<file path="src/rtl/riscv_hazard_pkg.sv">
// rtl/riscv_hazard_pkg.sv - opcode constants and source-operand decode for the hazard unit
package riscv_hazard_pkg;

  localparam logic [6:0] OP_R      = 7'd51;
  localparam logic [6:0] OP_I      = 7'd19;
  localparam logic [6:0] OP_LOAD   = 7'd3;
  localparam logic [6:0] OP_STORE  = 7'd35;
  localparam logic [6:0] OP_BRANCH = 7'd99;
  localparam logic [6:0] OP_JALR   = 7'd103;

  function automatic logic uses_rs1(input logic [6:0] opcode);
    return opcode inside {OP_R, OP_I, OP_LOAD, OP_STORE, OP_BRANCH, OP_JALR};
  endfunction

  function automatic logic uses_rs2(input logic [6:0] opcode);
    return opcode inside {OP_R, OP_STORE, OP_BRANCH};
  endfunction

endpackage

</file>
<file path="src/rtl/load_scoreboard.sv">
// rtl/load_scoreboard.sv - per-register countdown of cycles until load data is forwardable
module load_scoreboard
  import riscv_hazard_pkg::*;
#(
  parameter int NREGS    = 32,
  parameter int CNT_W    = 3,
  parameter int LOAD_LAT = 1,
  localparam int AW      = $clog2(NREGS)
) (
  input  logic                        clk,
  input  logic                        reset,
  input  logic                        capture,
  input  logic [AW-1:0]               capture_rd,
  input  logic                        advance,
  output logic [NREGS-1:0][CNT_W-1:0] cnt,
  output logic                        busy
);

  logic [NREGS-1:0][CNT_W-1:0] cnt_q, cnt_d;

  // A fresh load restarts its register's countdown even if one is already running.
  always_comb begin
    cnt_d = cnt_q;
    for (int r = 1; r < NREGS; r++) begin
      if (advance) begin
        if (capture && capture_rd == AW'(r)) begin
          cnt_d[r] = CNT_W'(LOAD_LAT);
        end else if (cnt_q[r] != '0) begin
          cnt_d[r] = cnt_q[r] - CNT_W'(1);
        end
      end
    end
    cnt_d[0] = '0;
  end

  always_ff @(posedge clk or posedge reset) begin
    if (reset) begin
      cnt_q <= '0;
    end else begin
      cnt_q <= cnt_d;
    end
  end

  assign cnt  = cnt_q;
  assign busy = |cnt_q;

endmodule

</file>
<file path="src/rtl/hazard_scoreboard_unit.sv">
// rtl/hazard_scoreboard_unit.sv - ID-stage hazard detection with load scoreboard and stall counter
module hazard_scoreboard_unit
  import riscv_hazard_pkg::*;
#(
  parameter int NREGS    = 32,
  parameter int REG_AW   = 5,
  parameter int LOAD_LAT = 1,
  parameter int BR_IN_ID = 1,
  parameter int CNT_W    = 3,
  parameter int PERF_W   = 32
) (
  input  logic              clk,
  input  logic              reset,
  input  logic [31:0]       id_instr,
  input  logic              id_valid,
  input  logic              ex_mem_read,
  input  logic              ex_reg_write,
  input  logic [REG_AW-1:0] ex_rd,
  input  logic              mem_wait,
  input  logic              flush,
  output logic              pc_write,
  output logic              if_id_write,
  output logic              id_ex_bubble,
  output logic              hazard_busy,
  output logic [PERF_W-1:0] stall_cnt
);

  logic [6:0]                  opcode;
  logic [1:0][REG_AW-1:0]      src;
  logic [1:0]                  used;
  logic                        ex_load, ex_alu, br_id, hazard, stall_inc;
  logic [NREGS-1:0][CNT_W-1:0] cnt;
  logic [PERF_W-1:0]           stall_cnt_q, stall_cnt_d;
  logic                        unused_instr_bits;

  assign opcode            = id_instr[6:0];
  assign src               = {id_instr[20 +: REG_AW], id_instr[15 +: REG_AW]};
  assign used              = {uses_rs2(opcode) && src[1] != '0, uses_rs1(opcode) && src[0] != '0};
  assign ex_load           = ex_mem_read && ex_reg_write && ex_rd != '0;
  assign ex_alu            = ex_reg_write && !ex_mem_read && ex_rd != '0;
  assign br_id             = (BR_IN_ID != 0) && (opcode == OP_BRANCH);
  assign unused_instr_bits = ^{id_instr[31:25], id_instr[14:7]};

  load_scoreboard #(
    .NREGS   (NREGS),
    .CNT_W   (CNT_W),
    .LOAD_LAT(LOAD_LAT)
  ) u_sb (
    .clk       (clk),
    .reset     (reset),
    .capture   (!mem_wait && ex_load),
    .capture_rd(ex_rd),
    .advance   (!mem_wait),
    .cnt       (cnt),
    .busy      (hazard_busy)
  );

  // A branch compared in ID needs the data one cycle earlier than an EX consumer.
  always_comb begin
    hazard = 1'b0;
    for (int i = 0; i < 2; i++) begin
      if (used[i]) begin
        if (ex_load && ex_rd == src[i]) hazard = 1'b1;
        if (br_id ? (cnt[src[i]] != '0) : (cnt[src[i]] > CNT_W'(1))) hazard = 1'b1;
        if (br_id && ex_alu && ex_rd == src[i]) hazard = 1'b1;
      end
    end
  end

  always_comb begin
    pc_write     = 1'b1;
    if_id_write  = 1'b1;
    id_ex_bubble = 1'b0;
    if (reset) begin
      pc_write     = 1'b0;
      if_id_write  = 1'b0;
      id_ex_bubble = 1'b1;
    end else if (mem_wait) begin
      pc_write    = 1'b0;
      if_id_write = 1'b0;
    end else if (flush) begin
      id_ex_bubble = 1'b1;
    end else if (hazard && id_valid) begin
      pc_write     = 1'b0;
      if_id_write  = 1'b0;
      id_ex_bubble = 1'b1;
    end
  end

  assign stall_inc   = !mem_wait && !flush && hazard && id_valid;
  assign stall_cnt_d = (stall_inc && stall_cnt_q != '1) ? stall_cnt_q + PERF_W'(1) : stall_cnt_q;

  always_ff @(posedge clk or posedge reset) begin
    if (reset) begin
      stall_cnt_q <= '0;
    end else begin
      stall_cnt_q <= stall_cnt_d;
    end
  end

  assign stall_cnt = stall_cnt_q;

endmodule

</file>
<file path="config.mk">
export PLATFORM = sky130hd
export DESIGN_NAME = hazard_scoreboard_unit
export DESIGN_NICKNAME = d
export VERILOG_FILES = /design/src/rtl/riscv_hazard_pkg.sv /design/src/rtl/load_scoreboard.sv /design/src/rtl/hazard_scoreboard_unit.sv
export SDC_FILE = /design/constraint.sdc
export NUM_CORES = 1
export LEC_CHECK = 0
export ABC_AREA = 1
export CAP_MARGIN = 0
export CELL_PAD_IN_SITES_DETAIL_PLACEMENT = 1
export CELL_PAD_IN_SITES_GLOBAL_PLACEMENT = 1
export CORE_MARGIN = 2
export CORE_UTILIZATION = 43
export DETAILED_ROUTE_END_ITERATION = 12
export PLACE_DENSITY = 0.84
export REMOVE_ABC_BUFFERS = 1
export SETUP_SLACK_MARGIN = 0.02
export SYNTH_ARGS = -nofsm -noshare
export SYNTH_HDL_FRONTEND = slang
export SYNTH_SLANG_ARGS = --single-unit
</file>
<file path="constraint.sdc">
create_clock -name clk -period 5.8 [get_ports clk]
set_clock_uncertainty 0.05 [all_clocks]
set_input_delay 1.16 -clock clk [delete_from_list [all_inputs] [get_ports clk]]
set_output_delay 1.16 -clock clk [all_outputs]
set_load 0.01 [all_outputs]
</file>
==> results.txt <==
- Antenna Nets Post-Route: 0
* Via count: around 9k
- FF+latch count, synth: approximately 130
* Share of the yosys chip area belonging to registers: 33.24%
- Remaining DRCs: 0
* Total power: 0.004688 W
* Core Rows: between 50 and 60
* Clock network latency to the later pin of the worst-skew pair: ~0.44 ns
- Final Hold Vio Count: 0
* Largest delay contributor family on the critical path: buffers and inverters
- At the pin with the least slew margin, the transition time is approximately 0.88 ns.
- Layout overhead on the synthesized area: 15.53%
- Count of yosys warnings during synthesis: 0
- On the worst path, the slowest cell contributes a delay of 0.89 ns.
- After synthesis, the mean cell area works out to between 7 and 8 um^2.
- Number of hold-repair buffers added at the cts stage: 0
- At the worst endpoint, the required time is around 4.6 ns.
* Cell total after placement: about 1.6k
- For this run, the number of standard cells in the final layout without fillers is approximately 1.6k.
- Maximum achievable frequency: approximately 180 MHz
- Initial Util: about 44%
- Worst setup EP type: output pin
- The tightest min-delay check is of the reg -> reg type.
- Number of max-cap violations: 0
* Final critical delay including setup and external delays: roughly 5.5 ns
* Xor/xnor cell area share of the yosys netlist: 5.025%
- Number of buffers inserted during clock tree synthesis: 17
- Biggest fanout along the worst timing path: 11
- VDD sags by at most approximately 0.00016 V.
- CTS-repair resized insts: 0
* Number of pins exceeding their max-slew limit in the final report: 0
* Class of the most critical setup path: in -> out
* Total number of H-tree levels: 4
* Detailed-router iteration count before antenna repair: 6
- The first global-routing pass estimated around 52,000 um of wire.
- At the end of the flow, the number of nets in the layout was ~1.5k.
- Share of synthesized cell area in and, or, nand and nor gates: approximately 29%
- Share of cell area taken by muxes after synthesis: 0%
- For this run, the share of the core covered by cells in the final layout is about 50%.
- Fraction of final layout cells with drive strength greater than 1: roughly 8.5%
- Adder-cell share of the synthesized area: 8.375%
- The flow ran to the end, and the final reports show no timing, DRC or antenna violations.
- Horizontal extent of the die: between 150 and 200 um
- After synthesis, the share of flip-flops with an asynchronous set or reset is 100.0%.
- Summed over all failing endpoints, the final setup total negative slack is 0 ns.
* Clock Root Buffer: sky130_fd_sc_hd__clkbuf_16
* Detailed placement HPWL: ~23,000 um
- Headroom to the max-slew limit: 41.15%
- Clock sink count: roughly 130
- Traced cell by cell, the critical path runs through clkdlybuf4s50_1, inv_1, nand2_1, nand3_1, nand3_1, nand2_1, nand3_1, nand2_1, nand2_1, nand3_1, nand3_1, nand2_2, a21oi_4, o21ai_0, nand2_1, clkdlybuf4s50_1.
- Summed over all cells, the static leakage comes to 4.970 nW.
- The die covers 0.02309 mm^2.
- Counting along the longest clock path gives a buffer depth of 2.
* Worst Reg-to-Reg Cells: 11
* Cell depth of the worst setup path: 16
- Count of endpoints failing setup in the final report: 0
- Summing the areas of all compound-gate instances in the mapped netlist gives 13.27% of the synthesized area.
* Std-Cell Core Area: 0.02162 mm^2
- Tcrit/Tclk final: a little over nine tenths
* Number of flops mapped to enable cells by yosys: 0
- Initial drt markers: between 400 and 500
- Data on the critical path arrives at its endpoint at 4.32 ns.
- Wires add up to around 32,000 um.
- Entering global routing, the biggest net connects 66 pins.
- Clock slew at the register clock pins of the worst setup and hold paths: 0.05 ns
- Critical-path cell with the highest stage delay: sky130_fd_sc_hd__clkdlybuf4s50_1
- After synthesis, the largest family of logic cells by area is simple AND/OR/NAND/NOR gates.
* Clock tree from TritonCTS: done
- After clock tree synthesis, the setup repair step added 0 buffers.
- The repair_antennas step left the layout with diodes totalling 0.
* WL/cell: between 15 and 20 um
* Dominant synthesized flop cell: sky130_fd_sc_hd__dfrtp_1
- Together, buffers and inverters on the worst path number 3.
- Placer's final routability congestion estimate: approximately 0.9
* FF-to-FF setup slack: ~3 ns
- Number of ports placed on the die boundary: 80
* Post-synthesis instance total: around 1.3k
* RSZ-0062 raised after global routing: no
- After global routing the overflow that remains totals 0.
- # port buffers: 64
- For this design the ratio of total power to cell area is approximately 430 mW/mm^2.
* Worst hold slack across all endpoints: about 0.46 ns
- In the global route stage, overall resource usage came out at between 20 and 30%.
- The number of antenna violations at the first check in global routing was 0.
* Combined area of all synthesized cells: approximately 0.0094 mm^2
- Worst Hold Path Cells: 2
- Setup crit start kind: primary input
* Vias per cell: between 5 and 6
* Vias in the first global route: between 9k and 10k
- Number of fill cells in the layout: between 2k and 3k
- Y dimension of the die: about 150 um
* Number of distinct standard cells referenced by the synthesized netlist: 41
[kinds of logic after synthesis]
| logic type | after synthesis |
|---|---|
| xor gates and xnor gates | 54 |
| DFF | 125 |
| adders and majority gates | 63 |
| buffers and inverters | 233 |
| and+or+nand+nor | 610 |
| AOI/OAI and AO/OA | 203 |
[layer usage]
layer	wire length (um)	GRT usage [%]	up-vias	share of wire, %
li1	-	-	4334	-
met1	13790	34.96	4573	43
met2	15780	48.61	257	49
met3	1427	4.364	75	4.4
met4	1096	11.17	0	3.4
met5	0	0	-	0
[path summary, 6_finish.rpt]
kind / startpoint / to
min in group asynchronous: reset / u_sb.cnt[58]$_DFFE_PP0P_
worst max register to register: stall_cnt[0]$_DFFE_PP0P_ / stall_cnt[24]$_DFFE_PP0P_
worst min register to register: u_sb.cnt[46]$_DFFE_PP0P_ / u_sb.cnt[46]$_DFFE_PP0P_
worst min-delay path: u_sb.cnt[46]$_DFFE_PP0P_ / u_sb.cnt[46]$_DFFE_PP0P_
worst max-delay path: id_instr[15] / id_ex_bubble
max in group asynchronous: reset / u_sb.cnt[20]$_DFFE_PP0P_
[synthesized netlist by cell type, types with 3 or more instances]
master | n | area [um^2]
sky130_fd_sc_hd__nand2_1 | 280 | 1051
sky130_fd_sc_hd__inv_1 | 178 | 668.1
sky130_fd_sc_hd__dfrtp_1 | 125 | 3128
sky130_fd_sc_hd__nor2_1 | 118 | 442.9
sky130_fd_sc_hd__o21ai_0 | 109 | 545.5
sky130_fd_sc_hd__nand3_1 | 92 | 460.4
sky130_fd_sc_hd__ha_1 | 63 | 788.3
sky130_fd_sc_hd__nand4_1 | 51 | 319.1
sky130_fd_sc_hd__xor2_1 | 43 | 376.6
sky130_fd_sc_hd__nor3_1 | 23 | 115.1
sky130_fd_sc_hd__a21oi_1 | 21 | 105.1
sky130_fd_sc_hd__o211ai_1 | 18 | 135.1
sky130_fd_sc_hd__buf_6 | 16 | 180.2
sky130_fd_sc_hd__buf_2 | 14 | 70.07
sky130_fd_sc_hd__nor2_2 | 14 | 87.58
sky130_fd_sc_hd__o22ai_1 | 14 | 87.58
sky130_fd_sc_hd__inv_2 | 13 | 48.80
sky130_fd_sc_hd__xnor2_1 | 11 | 96.34
sky130_fd_sc_hd__nor4_1 | 10 | 62.56
sky130_fd_sc_hd__a21oi_2 | 9 | 78.83
sky130_fd_sc_hd__buf_4 | 7 | 52.55
sky130_fd_sc_hd__nand2_2 | 7 | 43.79
sky130_fd_sc_hd__o21ai_1 | 7 | 35.03
sky130_fd_sc_hd__a21oi_4 | 6 | 97.59
sky130_fd_sc_hd__a31oi_1 | 5 | 31.28
sky130_fd_sc_hd__a31oi_2 | 5 | 62.56
sky130_fd_sc_hd__nor2_4 | 5 | 56.30
sky130_fd_sc_hd__o31ai_1 | 4 | 30.03
sky130_fd_sc_hd__or2_2 | 3 | 18.77
[tightest hold or removal path: stages, from the launching register on]
cell	delay [ns]
sky130_fd_sc_hd__dfrtp_1	0.36
sky130_fd_sc_hd__nand2_1	0.06
sky130_fd_sc_hd__o31ai_1	0.05
[where the power goes]
part | switching, W | internal (W) | total, W
logic | 0.00130 | 0.000720 | 0.00202
clock network | 0.000432 | 0.000797 | 0.00123
registers | 0.000234 | 0.00121 | 0.00144
[layout by cell type, fill, tap and decap left out, types with 3 or more instances in the layout]
cell type / netlist / layout
sky130_fd_sc_hd__a21oi_1: 21 / 21
sky130_fd_sc_hd__a21oi_2: 9 / 9
sky130_fd_sc_hd__a21oi_4: 6 / 6
sky130_fd_sc_hd__a31oi_1: 5 / 5
sky130_fd_sc_hd__a31oi_2: 5 / 5
sky130_fd_sc_hd__buf_4: 7 / 14
sky130_fd_sc_hd__bufinv_16: 0 / 5
sky130_fd_sc_hd__clkbuf_16: 0 / 17
sky130_fd_sc_hd__clkbuf_8: 0 / 3
sky130_fd_sc_hd__clkdlybuf4s50_1: 0 / 63
sky130_fd_sc_hd__dfrtp_1: 125 / 125
sky130_fd_sc_hd__ha_1: 63 / 63
sky130_fd_sc_hd__inv_1: 178 / 177
sky130_fd_sc_hd__inv_2: 13 / 13
sky130_fd_sc_hd__nand2_1: 280 / 280
sky130_fd_sc_hd__nand2_2: 7 / 7
sky130_fd_sc_hd__nand3_1: 92 / 92
sky130_fd_sc_hd__nand4_1: 51 / 51
sky130_fd_sc_hd__nor2_1: 118 / 118
sky130_fd_sc_hd__nor2_2: 14 / 14
sky130_fd_sc_hd__nor2_4: 5 / 5
sky130_fd_sc_hd__nor3_1: 23 / 23
sky130_fd_sc_hd__nor4_1: 10 / 10
sky130_fd_sc_hd__o211ai_1: 18 / 18
sky130_fd_sc_hd__o21ai_0: 109 / 109
sky130_fd_sc_hd__o21ai_1: 7 / 7
sky130_fd_sc_hd__o22ai_1: 14 / 14
sky130_fd_sc_hd__o31ai_1: 4 / 4
sky130_fd_sc_hd__or2_2: 3 / 3
sky130_fd_sc_hd__xnor2_1: 11 / 11
sky130_fd_sc_hd__xor2_1: 43 / 43
[stage by stage]
stage	cell area, um^2	setup slack, ns
6_report	10870	0.2686
5_1_grt	10870	0.1177
4_1_cts	10870	0.3504
3_5_place_dp	10210	0.3508
3_3_place_gp	10210	0.4616
2_1_floorplan	9097	0.3699
[sequential cells by signal (all words and copies together), names as in the netlist]
register	flops
stall_cnt	32
u_sb.cnt	93
[cell type report]
class	count	area [um^2]	area share (%)
well taps	280	350.3	3.222
flip-flops and latches	125	3128	28.77
repair buffers	79	760.7	6.997
clock inverters	10	185.2	1.703
clock buffers	22	474.2	4.361
inverters	193	732.0	6.732
multi-input cells	930	5243	48.22
(Power assumes the default switching activity.)
